$ cat src/rtl/cu_sleep_monitor.sv
// cu_sleep_monitor: watches a compute unit's warp activity and memory traffic
// and tells the GPU power controller when the CU may be put to sleep.
//
// Ports:
//   clk_i            single clock
//   rst_ni           asynchronous active-low reset
//   kernel_start_i   one-cycle pulse that starts or wakes the CU
//   warp_active_i    per-warp active flags from the CU scheduler
//   mem_req_valid_i  memory request valid (observed only)
//   mem_req_ready_i  memory request ready (observed only)
//   mem_rsp_valid_i  one memory response per asserted cycle
//   sleep_req_o      to cu_sleep_req_i of the power controller, high while in SLEEP
//   delay_sleep_o    to cu_delay_sleep_i, high while draining/holding or requests in flight
//   outstanding_o    current number of in-flight memory requests
//   err_o            sticky protocol-error flag, cleared only by reset
module cu_sleep_monitor #(
    parameter int unsigned NUM_WARPS       = 4,
    parameter int unsigned MAX_OUTSTANDING = 16,
    parameter int unsigned IDLE_CYCLES     = 8
) (
    input  logic                                   clk_i,
    input  logic                                   rst_ni,
    input  logic                                   kernel_start_i,
    input  logic [NUM_WARPS-1:0]                   warp_active_i,
    input  logic                                   mem_req_valid_i,
    input  logic                                   mem_req_ready_i,
    input  logic                                   mem_rsp_valid_i,
    output logic                                   sleep_req_o,
    output logic                                   delay_sleep_o,
    output logic [$clog2(MAX_OUTSTANDING+1)-1:0]   outstanding_o,
    output logic                                   err_o
);

    localparam int unsigned CNT_W  = $clog2(MAX_OUTSTANDING + 1);
    localparam int unsigned IDLE_W = 8;
    localparam logic [CNT_W-1:0]  CNT_MAX   = CNT_W'(MAX_OUTSTANDING);
    localparam logic [IDLE_W-1:0] IDLE_LAST = IDLE_W'(IDLE_CYCLES - 1);

    typedef enum logic [2:0] {
        S_IDLE  = 3'd0,
        S_RUN   = 3'd1,
        S_DRAIN = 3'd2,
        S_HOLD  = 3'd3,
        S_SLEEP = 3'd4
    } state_e;

    state_e              state_q, state_d;
    logic [CNT_W-1:0]    cnt_q, cnt_d;
    logic [IDLE_W-1:0]   idle_cnt_q, idle_cnt_d;
    logic                seen_active_q, seen_active_d;
    logic                sleep_req_q, sleep_req_d;
    logic                delay_sleep_q, delay_sleep_d;
    logic                err_q, err_d;

    logic                req_hs;
    logic                any_warp;
    logic                cnt_ovf;
    logic                cnt_unf;
    logic                sleep_viol;

    assign req_hs   = mem_req_valid_i & mem_req_ready_i;
    assign any_warp = |warp_active_i;

    // In-flight request counter; simultaneous request and response cancel out.
    always_comb begin
        cnt_d   = cnt_q;
        cnt_ovf = 1'b0;
        cnt_unf = 1'b0;
        if (req_hs && !mem_rsp_valid_i) begin
            if (cnt_q == CNT_MAX) begin
                cnt_ovf = 1'b1;
            end else begin
                cnt_d = cnt_q + CNT_W'(1);
            end
        end else if (!req_hs && mem_rsp_valid_i) begin
            if (cnt_q == '0) begin
                cnt_unf = 1'b1;
            end else begin
                cnt_d = cnt_q - CNT_W'(1);
            end
        end
    end

    // Next-state logic and registered-output precompute.
    always_comb begin
        state_d       = state_q;
        seen_active_d = seen_active_q;
        idle_cnt_d    = idle_cnt_q;
        sleep_viol    = 1'b0;

        unique case (state_q)
            S_IDLE: begin
                if (kernel_start_i) begin
                    state_d       = S_RUN;
                    seen_active_d = 1'b0;
                end
            end
            S_RUN: begin
                // Only leave RUN once warps have actually run and then gone quiet.
                if (seen_active_q && !any_warp) begin
                    state_d = S_DRAIN;
                end else if (any_warp) begin
                    seen_active_d = 1'b1;
                end
            end
            S_DRAIN: begin
                if ((cnt_q == '0) && !req_hs) begin
                    state_d    = S_HOLD;
                    idle_cnt_d = '0;
                end
            end
            S_HOLD: begin
                if (any_warp || mem_req_valid_i) begin
                    state_d       = S_RUN;
                    seen_active_d = 1'b1;
                end else if (idle_cnt_q == IDLE_LAST) begin
                    state_d = S_SLEEP;
                end else begin
                    idle_cnt_d = idle_cnt_q + IDLE_W'(1);
                end
            end
            S_SLEEP: begin
                sleep_viol = req_hs || any_warp;
                if (kernel_start_i) begin
                    state_d       = S_RUN;
                    seen_active_d = 1'b0;
                end
            end
            default: begin
                state_d = S_IDLE;
            end
        endcase

        sleep_req_d   = (state_d == S_SLEEP);
        delay_sleep_d = (state_d == S_DRAIN) || (state_d == S_HOLD) || (cnt_d != '0);
        err_d         = err_q | cnt_ovf | cnt_unf | sleep_viol;
    end

    // State and output registers.
    always_ff @(posedge clk_i or negedge rst_ni) begin
        if (!rst_ni) begin
            state_q       <= S_IDLE;
            cnt_q         <= '0;
            idle_cnt_q    <= '0;
            seen_active_q <= 1'b0;
            sleep_req_q   <= 1'b0;
            delay_sleep_q <= 1'b0;
            err_q         <= 1'b0;
        end else begin
            state_q       <= state_d;
            cnt_q         <= cnt_d;
            idle_cnt_q    <= idle_cnt_d;
            seen_active_q <= seen_active_d;
            sleep_req_q   <= sleep_req_d;
            delay_sleep_q <= delay_sleep_d;
            err_q         <= err_d;
        end
    end

    assign sleep_req_o   = sleep_req_q;
    assign delay_sleep_o = delay_sleep_q;
    assign outstanding_o = cnt_q;
    assign err_o         = err_q;

endmodule
$ cat config.mk
export PLATFORM = sky130hd
export DESIGN_NAME = cu_sleep_monitor
export DESIGN_NICKNAME = d
export VERILOG_FILES = /design/src/rtl/cu_sleep_monitor.sv
export SDC_FILE = /design/constraint.sdc
export NUM_CORES = 1
export LEC_CHECK = 0
export ABC_AREA = 1
export CAP_MARGIN = 20
export CELL_PAD_IN_SITES_DETAIL_PLACEMENT = 2
export CELL_PAD_IN_SITES_GLOBAL_PLACEMENT = 2
export CORE_ASPECT_RATIO = 1.1
export CORE_MARGIN = 2
export CORE_UTILIZATION = 31
export DETAILED_ROUTE_END_ITERATION = 10
export GPL_TIMING_DRIVEN = 0
export PLACE_DENSITY = 0.87
export SYNTH_ARGS = -nofsm -noshare
export SYNTH_HDL_FRONTEND = slang
export SYNTH_SLANG_ARGS = --single-unit
export TNS_END_PERCENT = 5
$ cat constraint.sdc
create_clock -name clk_i -period 2.31 [get_ports clk_i]
set_clock_uncertainty 0.2 [all_clocks]
set_input_delay 0.462 -clock clk_i [delete_from_list [all_inputs] [get_ports clk_i]]
set_output_delay 0.462 -clock clk_i [all_outputs]
set_load 0.01 [all_outputs]
==> impl_metrics.csv <==
group,metric,value,unit
worst_setup_path,reg2reg_slack,0.37,ns
worst_setup_path,rr_worst_depth,9,
worst_setup_path,cp.required,1.65,ns
worst_setup_path,cp.arrival,1.39,ns
worst_setup_path,timing.rr.start,"outstanding_o[1]$_DFF_PN0_",
sta,grt_setup_unrepaired,"false",
final_layout,antennaDiodeCount,0,
die,initial_utilization,0.327,
placement,dpl.hpwl,3.07,mm
worst_setup_path,slowest_delay,0.61,ns
worst_setup_path,setup.worst_path.start,"outstanding_o[3]$_DFF_PN0_",
worst_setup_path,worstSetupEndpoint,"outstanding_o[3]",
worst_setup_path,path_max_fanout,7,
clock_tree,ctsResizeCount,0,
die,die_area,4750,um^2
grt,grt_overflow_total,0,
power,irDropWorstVdd,350,uV
logic_synthesis,yosysTopAreaCell,"dfrtp_1",
drt,drc_errors,0,
clock_tree,cts_max_level,1,
drt,dr.pass1.iters,4,
sta,finalSetupViolCount,0,
logic_synthesis,synth_edf_count,0,
logic_synthesis,synth_top_area_frac,0.383,
clock_tree,cts_made_buffers,3,
placement,gp_congestion,0.820,
logic_synthesis,yosysWarnings,0,
drt,wirelength,3.92,mm
die,rows,24,
sta,tightest_slew,0.901,ns
clock_tree,postCtsHoldBufs,0,
drt,drt_iter0_markers,26,
logic_synthesis,ys_seq_elements,20,
power,power,1.61,mW
clock_tree,clock-sinks,20,
drt,vias_per_cell,5.11,
worst_setup_path,worstSetupEndpointType,"output port",
placement,dp_cells,235,
sta,min_period,2.05,ns
final_layout,post_route_cells_drive_above_1_share,0.128,
worst_setup_path,crit_family,"buffers and inverters",
clock_tree,cts_tree,"done",
drt,routedWlPerCell,16.4,um
clock_tree,postCtsSetupRepairBufs,0,
final_layout,finalInstanceArea,1610,um^2
worst_setup_path,worstPathBufferInverterCount,1,
logic_synthesis,synth_seq_area_share,0.383,
die,core,3990,um^2
logic_synthesis,ys_async_sr_fraction,1.00,
clock_tree,cts_root_buffer,"clkbuf_8",
job,cap_violations,0,
sta,slew_viol_final,0,
power,p_leak,0.761,nW
worst_hold_path,worst_hold_path_type,"register to register",
logic_synthesis,ys.flop_type,"dfrtp_1",
worst_setup_path,crit_slowest_cell,"clkdlybuf4s50_1",
logic_synthesis,synth_cell_types,32,
worst_setup_path,worst-path-stages,1,
final_layout,final_cells,239,
grt,antenna_found_initial,0,
final_layout,synthToLayoutAreaGrowth,23.5,%
worst_setup_path,worstPathCellList,"clkdlybuf4s50_1",
placement,place_area,1540,um^2
clock_tree,insertion_delay,0.26,ns
logic_synthesis,synthesis.area,1310,um^2
grt,grt_max_degree,21,
grt,track_usage,0.185,
sta,finalSetupTns,0,ns
final_layout,nets,201,
clock_tree,clockBufferDepth,2,
grt,first_global_vias,1438,
logic_synthesis,post-synth-top-count-cell,"nand2_1",
sta,fin_crit_sh,0.886,
die,io_pins,18,
logic_synthesis,syn_nets,179,
power,power.density,996,nW/um^2
worst_setup_path,r2r-end,"delay_sleep_o$_DFF_PN0_",
drt,via_count,1221,
logic_synthesis,synthTopCellsByArea,"dfrtp_1 (38%), nand2_1 (10%), nand3_1 (8.0%)",
logic_synthesis,synth.avg_cell_area,7.87,um^2
placement,numPortBuffers,17,
run_status,status,"finished, final reports clean",
sta,hold_viol_final,0,
drt,postRouteAntennaNets,0,
die,die_w,65.9,um
sta,fmax,488,MHz
clock_tree,path_clk_slew,0.08,ns
grt,grt_pass1_wl,6.62,mm
worst_setup_path,path_class,"register to output port",
worst_setup_path,setup.worst_path.start_class,"register",
die,fp.dieH,72.1,um
logic_synthesis,synthCells,166,
sta,max_slew_margin,0.397,
logic_synthesis,synth_commonest_cells,"nand2_1 (36), nand3_1 (21), dfrtp_1 (20), inv_1 (17), nor2_1 (16)",
[per-stage QoR]
step                      hold slack [ns]  setup slack, ns   util
after floorplan                   -0.0336            0.588      -
after global placement              0.281            0.146  0.386
after detailed placement            0.282           0.0611  0.386
after CTS                           0.302            0.249  0.404
after global routing                0.336            0.186  0.404
final                               0.297            0.262  0.404
[how the worst min path moves through the flow]
stage	startpoint	to	depth (start not counted)
final	err_o$_DFF_PN0_	err_o$_DFF_PN0_	2
after global routing	err_o$_DFF_PN0_	err_o$_DFF_PN0_	2
after CTS	err_o$_DFF_PN0_	err_o$_DFF_PN0_	2
after detailed placement	err_o$_DFF_PN0_	err_o$_DFF_PN0_	2
after global placement	err_o$_DFF_PN0_	err_o$_DFF_PN0_	2
after floorplan	rst_ni	delay_sleep_o$_DFF_PN0_	0
[sequential cells by signal, indices dropped and copies added, names as in the netlist]
name	flops
delay_sleep_o	1
outstanding_o	5
err_o	1
idle_cnt_q	8
state_q	3
sleep_req_o	1
seen_active_q	1
[cells by family (layout without fill, tap and decap cells)]
| group | count (synthesis) | in the layout | share of synthesized area |
|---|---|---|---|
| AO/OA/AOI/OAI | 23 | 23 | 0.111 |
| XOR/XNOR | 2 | 2 | 0.0134 |
| adder cells (fa/ha/maj) | 3 | 3 | 0.0287 |
| buffers and inverters | 21 | 42 | 0.0757 |
| flip-flops | 20 | 20 | 0.383 |
| AND/OR/NAND/NOR | 97 | 97 | 0.388 |
[layout by cell type (no fill, tap or decap), types with 4 or more instances in the layout]
cell type	n
nand2_1	36
nand3_1	21
dfrtp_1	20
inv_1	17
clkdlybuf4s50_1	17
nor2_1	16
nand4_1	7
o21ai_0	6
a21oi_1	4
[layout make-up]
type | instances | area, um^2
Sequential cell | 20 | 500
Multi-Input combinational cell | 125 | 707
Inverter | 19 | 72.6
Timing Repair Buffer | 17 | 170
Fill cell | 461 | 2380
Clock inverter | 1 | 30.0
Clock buffer | 3 | 41.3
Tap cell | 52 | 65.1
Buffer | 2 | 26.3
[metal layers]
layer	share of wire	vias up	GRT usage	routed length [um]
met5	0	-	0	0
met4	0.018	0	0.0787	70
met3	0.012	6	0.0171	46
met2	0.57	13	0.365	2230
met1	0.40	606	0.196	1570
li1	-	596	-	-
[power breakdown]
part           internal, mW  total [mW]  switching, mW
Sequential            0.443       0.571          0.128
Clock                 0.231       0.360          0.129
Combinational         0.294       0.675          0.381
Note: power is estimated with default switching activity, not from simulation.
